`src/rtl/motor_soft_start_pwm.sv`:
```
// Soft-start motor drive: ramps the applied duty toward a commanded target one step per
// divided-clock tick, forces a ramp to zero before reversing, and emits a registered PWM.
module motor_soft_start_pwm #(
  parameter int RAMP_STEP = 4,
  parameter int PWM_TOP   = 254
) (
  input  logic       clk,
  input  logic       rst,
  input  logic       tick_in,
  input  logic [7:0] target_duty,
  input  logic       dir_cmd,
  output logic       pwm_out,
  output logic       dir_out,
  output logic [7:0] duty_now,
  output logic       at_target
);

  typedef enum logic [2:0] {IDLE, UP, DOWN, HOLD, REVERSE} state_t;

  localparam int CW = ($clog2(PWM_TOP + 1) > 8) ? $clog2(PWM_TOP + 1) : 8;
  localparam logic [8:0] STEP9 = 9'(RAMP_STEP);

  logic          sync1_reg, sync2_reg, prev_reg;
  logic          tick_pulse;
  logic [7:0]    duty_reg, duty_next, duty_act_reg;
  logic          dir_reg, dir_next;
  logic [CW-1:0] cnt_reg;
  logic          pwm_reg;
  state_t        state_reg, state_next;
  logic [7:0]    eff;
  logic [8:0]    sum9, diff9;

  assign tick_pulse = sync2_reg & ~prev_reg;
  assign eff        = (dir_cmd != dir_reg) ? 8'd0 : target_duty;

  always_ff @(posedge clk or posedge rst) begin
    if (rst) begin
      sync1_reg <= 1'b0;
      sync2_reg <= 1'b0;
      prev_reg  <= 1'b0;
      duty_reg  <= 8'd0;
      dir_reg   <= 1'b0;
      state_reg <= IDLE;
    end else begin
      sync1_reg <= tick_in;
      sync2_reg <= sync1_reg;
      prev_reg  <= sync2_reg;
      duty_reg  <= duty_next;
      dir_reg   <= dir_next;
      state_reg <= state_next;
    end
  end

  // The step decision uses the live classification so a target or direction change in the
  // same cycle as a tick can never cause a jump; the registered state gates the reversal.
  always_comb begin
    state_next = IDLE;
    duty_next  = duty_reg;
    dir_next   = dir_reg;
    sum9       = {1'b0, duty_reg} + STEP9;
    diff9      = {1'b0, duty_reg} - STEP9;

    if (dir_cmd != dir_reg)                  state_next = REVERSE;
    else if (duty_reg == 8'd0 && eff == 8'd0) state_next = IDLE;
    else if (duty_reg < eff)                  state_next = UP;
    else if (duty_reg > eff)                  state_next = DOWN;
    else                                      state_next = HOLD;

    if (tick_pulse) begin
      case (state_next)
        UP:            duty_next = (sum9 > {1'b0, eff}) ? eff : sum9[7:0];
        DOWN, REVERSE: duty_next = (diff9[8] || diff9[7:0] < eff) ? eff : diff9[7:0];
        default:       duty_next = duty_reg;
      endcase
    end

    if (state_reg == REVERSE && state_next == REVERSE && duty_reg == 8'd0)
      dir_next = ~dir_reg;
  end

  // New duty is latched only at the period boundary so every PWM period is whole.
  always_ff @(posedge clk or posedge rst) begin
    if (rst) begin
      cnt_reg      <= '0;
      duty_act_reg <= 8'd0;
      pwm_reg      <= 1'b0;
    end else begin
      if (cnt_reg == CW'(PWM_TOP)) begin
        cnt_reg      <= '0;
        duty_act_reg <= duty_reg;
      end else begin
        cnt_reg <= cnt_reg + CW'(1);
      end
      pwm_reg <= (cnt_reg < CW'(duty_act_reg));
    end
  end

  assign pwm_out   = pwm_reg;
  assign dir_out   = dir_reg;
  assign duty_now  = duty_reg;
  assign at_target = (duty_reg == target_duty) && (dir_reg == dir_cmd);

endmodule

```
`config.mk`:
```
export PLATFORM = sky130hd
export DESIGN_NAME = motor_soft_start_pwm
export DESIGN_NICKNAME = d
export VERILOG_FILES = /design/src/rtl/motor_soft_start_pwm.sv
export SDC_FILE = /design/constraint.sdc
export NUM_CORES = 1
export LEC_CHECK = 0
export CORE_MARGIN = 1.5
export CORE_UTILIZATION = 58
export DETAILED_ROUTE_END_ITERATION = 10
export GPL_ROUTABILITY_DRIVEN = 0
export PLACE_DENSITY_LB_ADDON = 0.2
export SYNTH_ARGS = -nofsm -noshare
export SYNTH_HDL_FRONTEND = slang
export SYNTH_SLANG_ARGS = --single-unit
```
`constraint.sdc`:
```
create_clock -name clk -period 3.4 [get_ports clk]
set_input_delay 1.02 -clock clk [delete_from_list [all_inputs] [get_ports clk]]
set_output_delay 1.02 -clock clk [all_outputs]
set_load 0.01 [all_outputs]
```
# Word level (Yosys, flattened, before mapping)
# Index checks and enable logic that the tools add are counted.
[totals]
wordCells = 47
inputBits = 12
ff_bits = 32
out_inout_bits = 11
[classes]
mux = 9
n_eq_ne = 8
bitwise = 3
n_reduce_logical = 10
magnitude_cmp = 5
addsub = 3
[op_table]
columns = ["cell", "n"]
rows = [
  ["2-to-1 mux 8 bit", 4],
  ["< comparator 8 bit", 3],
  ["logical NOT 8 bit", 2],
  ["case mux 8 bit (2 select lines)", 1],
  ["adder 8 x 3 -> 9 bit, second input constant", 1],
  ["greater-than comparator 9 x 8 -> 1 bit", 1],
  ["subtractor 8 x 3 -> 9 bit, second input constant", 1],
  ["adder 8 x 1 -> 8 bit, second input constant", 1],
  ["== test 8 bit", 1],
  ["== test 8 bit, second input constant", 1],
  ["greater-than comparator 8 bit", 1],
  ["== test 3 bit, second input constant", 2],
  ["logical AND 1 bit", 4],
  ["2-to-1 mux 2 bit", 2],
  ["== test 3 x 1 -> 1 bit, second input constant", 1],
  ["== test 3 x 2 -> 1 bit, second input constant", 1],
  ["2-to-1 mux 3 bit", 1],
  ["NOT 1 bit", 2],
  ["AND reduction 2 bit", 1],
  ["nonzero test 2 bit", 1],
  ["OR reduction 2 bit", 1],
  ["bitwise AND 1 bit", 1],
  ["== test 1 bit", 1],
  ["logical OR 1 bit", 1],
  ["2 further kinds", 2],
]

# Longest topological paths before layout
[depth]
word_depth = 11
mapped_depth = 14
ltp_nobuf = 13

# Worst setup path after synthesis
# OpenSTA, ideal clock, no wires.
[synth_timing]
path_type = "input to register"
start = "input port dir_cmd"
end = "register duty_reg[0], in the netlist duty_now[0]"
path_stages = 12
arrival_ps = 3603
setup_ps = 125
slack_ps = -328
required_ps = 3275
path_buffers = 2
cell_sequence = "xnor2_1 > buf_6 > clkbuf_1 > nand2_1 > ha_1 > nor2b_1 > o21ai_1 > a21boi_1 > o211ai_4 > and3_4 > or3_4 > mux2_4"
[synth_via]
elab_chain_len = 11
word_cells_on_any_way = 22
cone_classes = "order compare: 4; eq/ne: 4; mux: 8; reduce/logical: 6"
[synth_rtl]
columns = ["element", "line_no", "rtl"]
rows = [
  ["start, declared", "11", "input logic dir_cmd,"],
  ["inequality test 1 bit (*)", "34, 63", ""],
  ["2-to-1 mux 8 bit", "34", "assign eff = (dir_cmd != dir_reg) ? 8'd0 : target_duty;"],
  ["greater-than comparator 8 bit", "66", "else if (duty_reg > eff) state_next = DOWN;"],
  ["2-to-1 mux 1 bit", "66", ""],
  ["2-to-1 mux 2 bit", "65", "else if (duty_reg < eff) state_next = UP;"],
  ["2-to-1 mux 2 bit", "64", "else if (duty_reg == 8'd0 && eff == 8'd0) state_next = IDLE;"],
  ["2-to-1 mux 3 bit", "63", "if (dir_cmd != dir_reg) state_next = REVERSE;"],
  ["== test 3 bit or == test 3 x 2 -> 1 bit (tied branches)", "70", "case (state_next)"],
  ["OR reduction 2 bit", "70", ""],
  ["nonzero test 2 bit (no source line)", "n/a", ""],
  ["AND reduction 2 bit (no source line)", "n/a", ""],
  ["end signal, assigned", "48", "duty_reg <= duty_next;"],
  ["end, declared", "25", "logic [7:0] duty_reg, duty_next, duty_act_reg;"],
]
# Mark *: on every way between the ends. The rest lies on a longest branch, timed or not.
# A chain may end at the register's enable or synchronous reset.

# Worst setup path in the final report
[layout_timing]
start = "input port target_duty[1]"
end = "register duty_reg[0], in the netlist duty_now[0]"
[layout_via]
elab_chain_len = 10
word_cells_on_any_way = 21
cone_classes = "order compare: 4; eq/ne: 3; mux: 8; reduce/logical: 6"
[layout_rtl]
columns = ["element", "line_no", "rtl"]
rows = [
  ["start, declared", "10", "input logic [7:0] target_duty,"],
  ["2-to-1 mux 8 bit (*)", "34", ""],
  ["greater-than comparator 8 bit", "66", ""],
  ["2-to-1 mux 1 bit", "66", ""],
  ["2-to-1 mux 2 bit", "65", ""],
  ["2-to-1 mux 2 bit", "64", ""],
  ["2-to-1 mux 3 bit", "63", ""],
  ["== test 3 bit or == test 3 x 2 -> 1 bit (tied branches)", "70", ""],
  ["OR reduction 2 bit", "70", ""],
  ["nonzero test 2 bit (no source line)", "n/a", ""],
  ["AND reduction 2 bit (no source line)", "n/a", ""],
]
# Marked as above.

==> qor.csv <==
stage;metric;value;unit
status;status;finished clean;
global_route;grt_antenna_before_repair;0;
floorplanning;die-height;69.0;um
power_and_ir_drop;swShare;43.7;%
cts;ctsHoldBuffers;0;
floorplanning;start_util;61.8;%
yosys;syn_nets;319;
timing;min_period;3.38;ns
floorplanning;die_x;69.0;um
detailed_routing;antenna_left;0;
yosys;synth_warnings;0;
yosys;async_flop_share;100;%
final_layout;drive_above_1_share;24.2;%
timing;slew_violations;0;
yosys;syn_area_per_cell;9.16;um^2
yosys;ys_seq_elements;32;
place;placed_cells;375;
worst_setup_path;cp.arrival;3.55;ns
timing;tightest_slew;0.548;ns
detailed_routing;wl_met1;2990;um
yosys;syn_area;2530;um^2
final_layout;nNetsFinal;377;
detailed_routing;first_pass_iters;6;
timing;fmax;296;MHz
detailed_routing;drt_iter0_markers;206;
yosys;synth_edf_count;0;
power_and_ir_drop;ir_worst_vdd;586;uV
cts;clk_latency;0.28;ns
timing;slew_headroom;63.3;%
timing;hold_viol;0;
final_layout;fillers;257;
timing;finClkSkew;0.00357;ns
yosys;yosys_most_used_dff;dfrtp_1;
worst_setup_path;crit_path_start_kind;primary input;
detailed_routing;wl_met2;3340;um
cts;cts_sinks;32;
detailed_routing;wl_met3;384;um
final_layout;insertedDiodeCount;0;
global_route;track_usage;29.0;%
final_layout;multiInputGateArea;1690;um^2
global_route;grt_pass1_wl;11100;um
worst_hold_path;min_path_type;reg2reg;
timing;post-route-period-util;99.5;%
worst_setup_path;crit_type;in2reg;
run;max_cap_viol_count;0;
place;hpwl;4990;um
worst_setup_path;path_buf_inv;1;
power_and_ir_drop;p_leak;1.49;nW
detailed_routing;wl_per_cell;17.8;um
final_layout;seq_area;801;um^2
cts;htree_num_levels;2;
global_route;globalRoute.totalOverflow;0;
power_and_ir_drop;cellInternalPower;1.65;mW
timing;worst_slack;0.0165;ns
cts;clk_pin_slew;0.06;ns
floorplanning;core_area;4090;um^2
detailed_routing;drcViolationCount;0;
power_and_ir_drop;p_switching;1.28;mW
worst_setup_path;crit_family;simple AND/OR/NAND/NOR gates;
detailed_routing;vias_per_cell;6.01;
timing;setup_viol;0;
cts;cts_max_path_buffers;2;
detailed_routing;finalWirelength;6850;um
timing;fin_hold_ws;0.361;ns
cts;cts_tree;built;
yosys;synth_cell_types;50;
global_route;grt_pass1_vias;2328;
worst_setup_path;critPathCaptureType;register;
worst_setup_path;slowest_stage;clkdlybuf4s50_1;
worst_setup_path;critPathRequiredTime;3.56;ns
cts;cts_root_buf;clkbuf_8;
power_and_ir_drop;p_comb_share;66.8;%
final_layout;final_core_util;79.9;%
global_route;grt_start_max_net_pins;33;
power_and_ir_drop;power_density;898;nW/um^2
cts;cts_made_buffers;5;
detailed_routing;via_count;2314;
worst_setup_path;cp_cell_sequence;clkdlybuf4s50_1 > nand2_2 > ha_4 > nand3b_1 > a211oi_2 > o31ai_2 > and2_4 > and3_4 > or3_4 > mux2_4;
floorplanning;rows;23;
worst_setup_path;cpPeakStageDelay;0.57;ns
place;portBuffers;22;
floorplanning;die_area;4760;um^2
floorplanning;pin_count;23;
worst_setup_path;path_max_fanout;6;
place;dp_slack;-0.655;ns
power_and_ir_drop;p_clk_share;13.5;%
power_and_ir_drop;seqPwrFrac;19.6;%
yosys;synthCells;276;
yosys;yosysSeqAreaShare;31.7;%
final_layout;syn_to_final_growth;29.1;%
detailed_routing;topRoutingLayerUsed;met4;
final_layout;layout.cells.non_filler;385;
==> cell type report <==
| class | count | area share [%] |
|---|---|---|
| Sequential cell | 32 | 24.5 |
| Clock inverter | 1 | 0.920 |
| Inverter | 17 | 1.96 |
| Clock buffer | 7 | 2.95 |
| Multi-Input combinational cell | 217 | 51.7 |
| Tap cell | 50 | 1.92 |
| Timing Repair Buffer | 61 | 16.0 |
==> kinds of logic (layout without fill, tap and decap cells) <==
| group | after synthesis | count (layout) | share of synthesized area (%) |
|---|---|---|---|
| compound gates | 52 | 52 | 13.7 |
| flops | 32 | 32 | 31.7 |
| mux | 10 | 10 | 4.41 |
| xor+xnor | 22 | 22 | 7.62 |
| fa+ha+maj | 31 | 31 | 15.3 |
| simple gates | 102 | 102 | 21.3 |
| buf+inv | 27 | 86 | 5.94 |
==> placed cells by master, fill, tap and decap left out, types with 4 or more instances in the layout <==
cell / count
xor2_1: 8
nor2_1: 23
xnor2_1: 13
mux2_2: 5
inv_1: 17
a21oi_1: 11
dfrtp_1: 32
mux2i_1: 4
o21ai_0: 15
clkdlybuf4s50_1: 16
nand4_1: 7
buf_4: 38
and2_1: 5
a31oi_1: 5
clkbuf_8: 7
ha_1: 28
nand2_1: 24
nand3_1: 13
==> worst reg2reg max path, cell delays in order, from the launching register on <==
cell	delay, ns
dfrtp_1	0.58
inv_1	0.24
ha_1	0.31
nand2_1	0.09
xor2_1	0.21
inv_1	0.07
ha_1	0.29
nand4_1	0.12
a21oi_1	0.21
o21ai_1	0.12
and2_4	0.19
buf_4	0.15
a222oi_1	0.24
a31oi_1	0.09
a21oi_1	0.16
==> cells in the mapped netlist (3+ instances only) <==
| cell | n | area (um^2) |
|---|---|---|
| dfrtp_1 | 32 | 801 |
| ha_1 | 31 | 388 |
| nand2_1 | 27 | 101 |
| nor2_1 | 24 | 90.1 |
| inv_1 | 17 | 63.8 |
| o21ai_0 | 16 | 80.1 |
| xnor2_1 | 14 | 123 |
| nand3_1 | 13 | 65.1 |
| a21oi_1 | 12 | 60.1 |
| xor2_1 | 8 | 70.1 |
| nand4_1 | 7 | 43.8 |
| and2_1 | 6 | 37.5 |
| buf_6 | 6 | 67.6 |
| a31oi_1 | 5 | 31.3 |
| mux2_2 | 5 | 56.3 |
| mux2i_1 | 4 | 40.0 |
| nor2b_1 | 4 | 25.0 |
| nor3_1 | 4 | 20.0 |
| clkbuf_1 | 3 | 11.3 |
==> metrics by stage <==
step	power, mW	area (um^2)	TNS (ns)
4_1_cts	2.78	3200	0
3_5_place_dp	2.33	3050	-5.17
5_1_grt	3.13	3260	-0.0223
3_3_place_gp	2.27	3050	-4.48
2_1_floorplan	1.75	2580	-0.0229
6_report	2.93	3260	0
==> repair_timing <==
item	CTS	global route
pin swaps	1	4
resized for setup	11	16
setup endpoints to repair	10	8
buffers inserted	1	1
==> power groups by stage <==
stage	sequential (mW)	combinational [mW]	clock (mW)
after floorplan	0.551	1.19	0
after global placement	0.571	1.70	0
after detailed placement	0.573	1.75	0
after CTS	0.567	1.81	0.402
after global routing	0.584	2.12	0.429
final	0.575	1.96	0.397
==> final timing paths <==
| path | cells past startpoint | start | endpoint | slack [ns] |
|---|---|---|---|---|
| hold reg to reg | 0 | sync1_reg$_DFF_PP0_ | sync2_reg$_DFF_PP0_ | 0.36 |
| hold / removal | 0 | sync1_reg$_DFF_PP0_ | sync2_reg$_DFF_PP0_ | 0.36 |
| max in group asynchronous | 3 | rst | duty_now[4]$_DFFE_PP0P_ | 1.98 |
| setup reg to reg | 14 | duty_now[2]$_DFFE_PP0P_ | duty_now[6]$_DFFE_PP0P_ | 0.25 |
| min in group asynchronous | 3 | rst | sync2_reg$_DFF_PP0_ | 1.13 |
| setup / recovery | 10 | target_duty[1] | duty_now[0]$_DFFE_PP0P_ | 0.02 |
==> per-layer routing <==
| layer | global-route usage, % | up-vias |
|---|---|---|
| li1 | - | 1089 |
| met3 | 7.02 | 17 |
| met4 | 5.88 | 0 |
| met5 | 0 | - |
| met1 | 37.6 | 1100 |
| met2 | 49.1 | 108 |
(Power assumes the default switching activity.)
==> variant 1, RTL diff (config.mk and constraints unchanged) <==
Reset style: synchronous (`rst`), changed in 2 clocked blocks.
--- a/src/rtl/motor_soft_start_pwm.sv
+++ b/src/rtl/motor_soft_start_pwm.sv
@@ -34,5 +34,5 @@
   assign eff        = (dir_cmd != dir_reg) ? 8'd0 : target_duty;
 
-  always_ff @(posedge clk or posedge rst) begin
+  always_ff @(posedge clk) begin
     if (rst) begin
       sync1_reg <= 1'b0;
@@ -80,5 +80,5 @@
 
   // New duty is latched only at the period boundary so every PWM period is whole.
-  always_ff @(posedge clk or posedge rst) begin
+  always_ff @(posedge clk) begin
     if (rst) begin
       cnt_reg      <= '0;
Check against the original RTL: differs if rst is asserted again (counterexample within 4 cycles, from zero or initial values and one cycle with rst high); with rst held inactive, the same outputs for 10 cycles.
==> variant 1 against the unedited design <==
  * Synthesized cell count shrank 1.8%
  * Area after synthesis shrank 6.6%
  * Clock skew shrank 0.00096 ns
  * Die area shrank 6.3%
  * Worst setup slack lost 0.0050 ns
  * Highest routed layer unchanged
  * Critical path type unchanged
  * Wire length shrank 6.8%
  * Final area shrank 3.8%
  * Sequential cell count is the same
Power is not compared: it rests on default switching activity, and its combinational part moved more than twofold at a synthesized area within 25%.
==> variant 1: results (changes against the unedited design) <==
Run status
  – Status: finished, final reports clean

Route
  – Drt total wl: 6386 µm (-6.8%)
  – TritonRoute pass-1 iters: 4 (-2)
  – DR iter-0 viols: 182 (-12%)
  – Vias per std cell: 5.927 (-1.4%)
  – Avg WL per Cell: 16.63 µm (-6.6%)

GRT
  – Total GRT Usage: 29.01% (+0.056 points)
  – First-pass GRT wire length: 9756 µm (-12%)
  – Maximum number of pins on one net before global-route repair: 22 (-33%)
  – Vias in the first global route: 2182 (-6.3%)

Placed design
  – Port Buf Inserts: 22 (unchanged)
  – Placed insts: 368 (-1.9%)
  – Hpwl dp: 4595 µm (-7.9%)
  – Dpl ws: -0.7343 ns (-0.07964 ns)
  – Post-DP Area: 2849 µm² (-6.6%)

STA
  – Worst Tran Pin Value: 0.8481 ns (+0.3001 ns)
  – Final Skew: 0.002618 ns (-0.0009564 ns)

Worst hold path
  – Worst Hold Launch: sync1_reg

Synth
  – Synth cell count leaders: dfxtp_1, ha_1, nor2_1
  – Post-synthesis instance total: 271 (-1.8%)
  – Synth cell types: 53 (+6.0%)
  – Ys async rst share: 0% (-100 points)
  – Sequential element share of the synthesized area: 27.13% (-4.6 points)
  – Area contributors post-synth: dfxtp_1, ha_1, xnor2_1, a21oi_1, mux2i_1
  – Synth Net Count: 314 (-1.6%)

Finish
  – Share of layout cells above drive strength 1: 24.85% (+0.67 points)
  – Nets: 376 (-0.27%)

Setup path
  – Critical Path AT: 3.59 ns (+0.04 ns)
[variant 1: repair_timing]
item | CTS | global route
pin swaps | 2 | 7
endpoints found under the setup margin | 9 | 8
gates resized for setup | 10 | 26
gates cloned | 0 | 0
buffers inserted | 6 | 2
[variant 1: layout make-up]
cell class                      count  area (µm²)  area share, %
Tap cell                           50       62.56          1.992
Inverter                           16       60.06          1.912
Clock buffer                        6       72.57          2.311
Timing Repair Buffer               65       555.5          17.69
Sequential cell                    32       640.6          20.40
Clock inverter                      2       35.03          1.116
Multi-Input combinational cell    213        1714          54.58
[variant 1: path summary, 6_finish.rpt]
path	depth (start not counted)	slack, ns	end
worst max-delay path	10	0.01	duty_now[2]
worst min-delay path	1	0.44	sync2_reg
worst max register to register	13	0.17	duty_now[2]
worst min register to register	1	0.44	sync2_reg
[variant 1: cell families (layout without fill, tap and decap cells)]
group	Yosys count	after routing	share of synthesized area, %
simple gates	89	89	20.45
fa+ha+maj	31	31	16.43
mux	9	9	3.816
compound gates	61	61	18.34
flops	32	32	27.13
buf+inv	26	89	4.981
xor+xnor	23	23	8.850
[variant 1: metal layers]
metal  part of all wire, %  GRT usage, %  vias up
li1                      -             -     1101
met1                    41         33.30     1062
met2                    50         52.63       91
met3                   5.8         4.730       22
met4                   2.8         12.24        0
met5                     0             0        -
[variant 1: power by group through the flow]
stage,registers (mW),clock network (mW),logic [mW]
floorplan,0.417,0,0.292
global placement,0.421,0,0.453
detailed placement,0.422,0,0.466
CTS,0.413,0.363,0.504
global route,0.416,0.375,0.602
finish,0.414,0.355,0.559
[variant 1: critical path, stage by stage]
cell and delay [ns]:
clkdlybuf4s50_1 0.54, nand2_2 0.12, ha_4 0.29, and4_1 0.22
and4_2 0.28, a211oi_4 0.07, o21a_2 0.24, buf_4 0.15
or4_1 0.49, a31oi_1 0.17
==> variant 2, RTL diff (same flow settings) <==
Made on the original files. Change the parameter `PWM_TOP` from 254 to 508.
--- a/src/rtl/motor_soft_start_pwm.sv
+++ b/src/rtl/motor_soft_start_pwm.sv
@@ -3,5 +3,5 @@
 module motor_soft_start_pwm #(
   parameter int RAMP_STEP = 4,
-  parameter int PWM_TOP   = 254
+  parameter int PWM_TOP   = 508
 ) (
   input  logic       clk,
Formal check against the unedited RTL: no difference found for any inputs over 10 cycles, from zero or initial values and one cycle with rst high; that may be too few to reach the edited logic, so the function may still have changed.
==> variant 2 against the unedited design <==
  * Wire length down 6.0%
  * Worst setup slack better by 0.10 ns
  * Final area up 2.8%
  * Total power up 9.6%
  * Synthesized cell count up 3.3%
  * Area after synthesis up 2.3%
  * Sequential share of layout area up 0.078 points
  * Combinational power up 21%
  * Clock skew up 0.0042 ns
  * Sequential cell count up 1
  * Largest power group unchanged
  * Highest routed layer unchanged
==> variant 2: results (changes against the unedited design) <==
Run status
  – Status: finished, final reports clean

Clocking
  – Clock Latency Late Sink: 0.29 ns
  – Root buffer cell: clkbuf_8
  – CTS clk-pin slew, worst paths: 0.06 ns (about the same)
  – Clock Tree Buf Depth: 2 (unchanged)
  – Num CTS Buffers: 5 (unchanged)

Worst hold path
  – Worst Hold Launch: sync1_reg
  – Min-Delay Path Depth: 0 (unchanged)
  – Worst hold path type: reg2reg

Placed design
  – Hpwl dp: 4820 µm (-3.4%)
  – Post-DP Area: 3134 µm² (+2.8%)

Synth
  – Yosys warning total: 0 (unchanged)
  – Synth cell count leaders: nand2_1, dfrtp_1, ha_1
  – Post-synth top area share: 31.93% (+0.25 points)
  – Post-synthesis xor/xnor area fraction: 7.402% (-0.22 points)
  – Ys async rst share: 100.0% (unchanged)
  – Sequential element share of the synthesized area: 31.93% (+0.25 points)
  – Synth Net Count: 328 (+2.8%)
  – Top FF cell, synth: dfrtp_1
  – Mux contribution to synthesized area: 4.644% (+0.24 points)
  – Area contributors post-synth: dfrtp_1, ha_1, nand2_1, xnor2_1, o21ai_0
  – Synth cell types: 55 (+10%)
  – Area share of fa/ha/maj cells after synthesis: 15.00% (-0.35 points)
  – Compound-Gate Fraction of Synth Area: 16.11% (+2.4 points)

Setup path
  – Critical path's top delay family: buffers and inverters
  – CP peak stage delay: 0.55 ns (-0.02 ns)
  – Flop-to-flop setup slack: 0.41 ns (+0.16 ns)
  – Crit Path Class: in2reg
  – Worst Reg-to-Reg Cells: 13 (-1)
  – Max FO, Critical Path: 7 (+1)
  – Crit path from: target_duty[6]
  – Critical Path AT: 3.45 ns (-0.10 ns)
  – R2R Path Start: duty_now[4]
  – Crit-path slowest cell: clkdlybuf4s50_1
  – R2r endpoint: duty_now[4]

STA
  – Final Skew: 0.007731 ns (+0.004157 ns)
  – Hold_ws: 0.3542 ns (-0.007107 ns)
  – Worst Tran Pin Value: 0.5713 ns (+0.02324 ns)

GRT
  – Total GRT Usage: 28.12% (-0.83 points)
  – Maximum number of pins on one net before global-route repair: 34 (+3.0%)
  – Initial antenna violation count: 0 (unchanged)
  – First-pass GRT wire length: 10720 µm (-3.1%)
  – Vias in the first global route: 2221 (-4.6%)

Route
  – Vias per std cell: 5.782 (-3.8%)
  – TritonRoute pass-1 iters: 4 (-2)
  – DR iter-0 viols: 129 (-37%)
  – Drt total wl: 6443 µm (-6.0%)

Pwr
  – Leakage Power: 1.511 nW (+1.2%)
  – Max VDD drop: 690.2 µV (+18%)

Finish
  – Share of layout cells above drive strength 1: 25.94% (+1.8 points)
  – Nets: 390 (+3.4%)
  – ANT cells: 0 (unchanged)
## variant 2: cell count changes after synthesis, sizes merged, moves of 3 or more
cell / change
a22o: +3
and2: -3
nand2: +9
nand3: -3
nor2: -8
o21ai: +3
## variant 2: logic make-up after synthesis
group | count (synthesis)
and+or+nand+nor | 102
AOI/OAI and AO/OA | 59
DFF | 33
adders and majority gates | 31
buffers and inverters | 28
xor gates and xnor gates | 21
muxes | 11
## variant 2: routing by layer
| layer | wire [µm] | track usage (%) | vias up |
|---|---|---|---|
| li1 | - | - | 1128 |
| met1 | 2874 | 39.31 | 1096 |
| met2 | 3047 | 45.40 | 73 |
| met3 | 410 | 5.087 | 10 |
| met4 | 110 | 7.051 | 0 |
| met5 | 0 | 0 | - |
## variant 2: cell type report
cell class                      instances  area (µm²)
Clock buffer                            7       86.33
Tap cell                               52       65.06
Multi-Input combinational cell        224        1770
Fill cell                             303       969.7
Timing Repair Buffer                   64       535.5
Sequential cell                        33       825.8
Inverter                               19       71.32
## variant 2: metrics by stage
stage / cells / TNS [ns] / utilization [%] / worst slack (ns)
global placement: 389 / -4.561 / 72.48 / -0.5121
finish: 399 / 0 / 77.58 / 0.1214
CTS: 398 / 0 / 75.17 / 0.006567
detailed placement: 389 / -5.087 / 72.48 / -0.5682
floorplan: 285 / 0 / - / 0.01493
global route: 399 / 0 / 77.58 / 0.04650
## variant 2: timing repair
action,CTS,global route
hold endpoints to repair,0,0
buffers inserted,2,1
setup endpoints to repair,9,9
gates resized for setup,5,25
hold buffers,0,0
pin swaps,2,3
## variant 2: power by group
part	leakage (nW)	switching, mW	total (mW)	internal (mW)
clock network	0.0443	0.139	0.300	0.161
registers	0.420	0.0695	0.529	0.460
logic	1.05	1.22	2.38	1.16
total	1.51	1.43	3.21	1.78
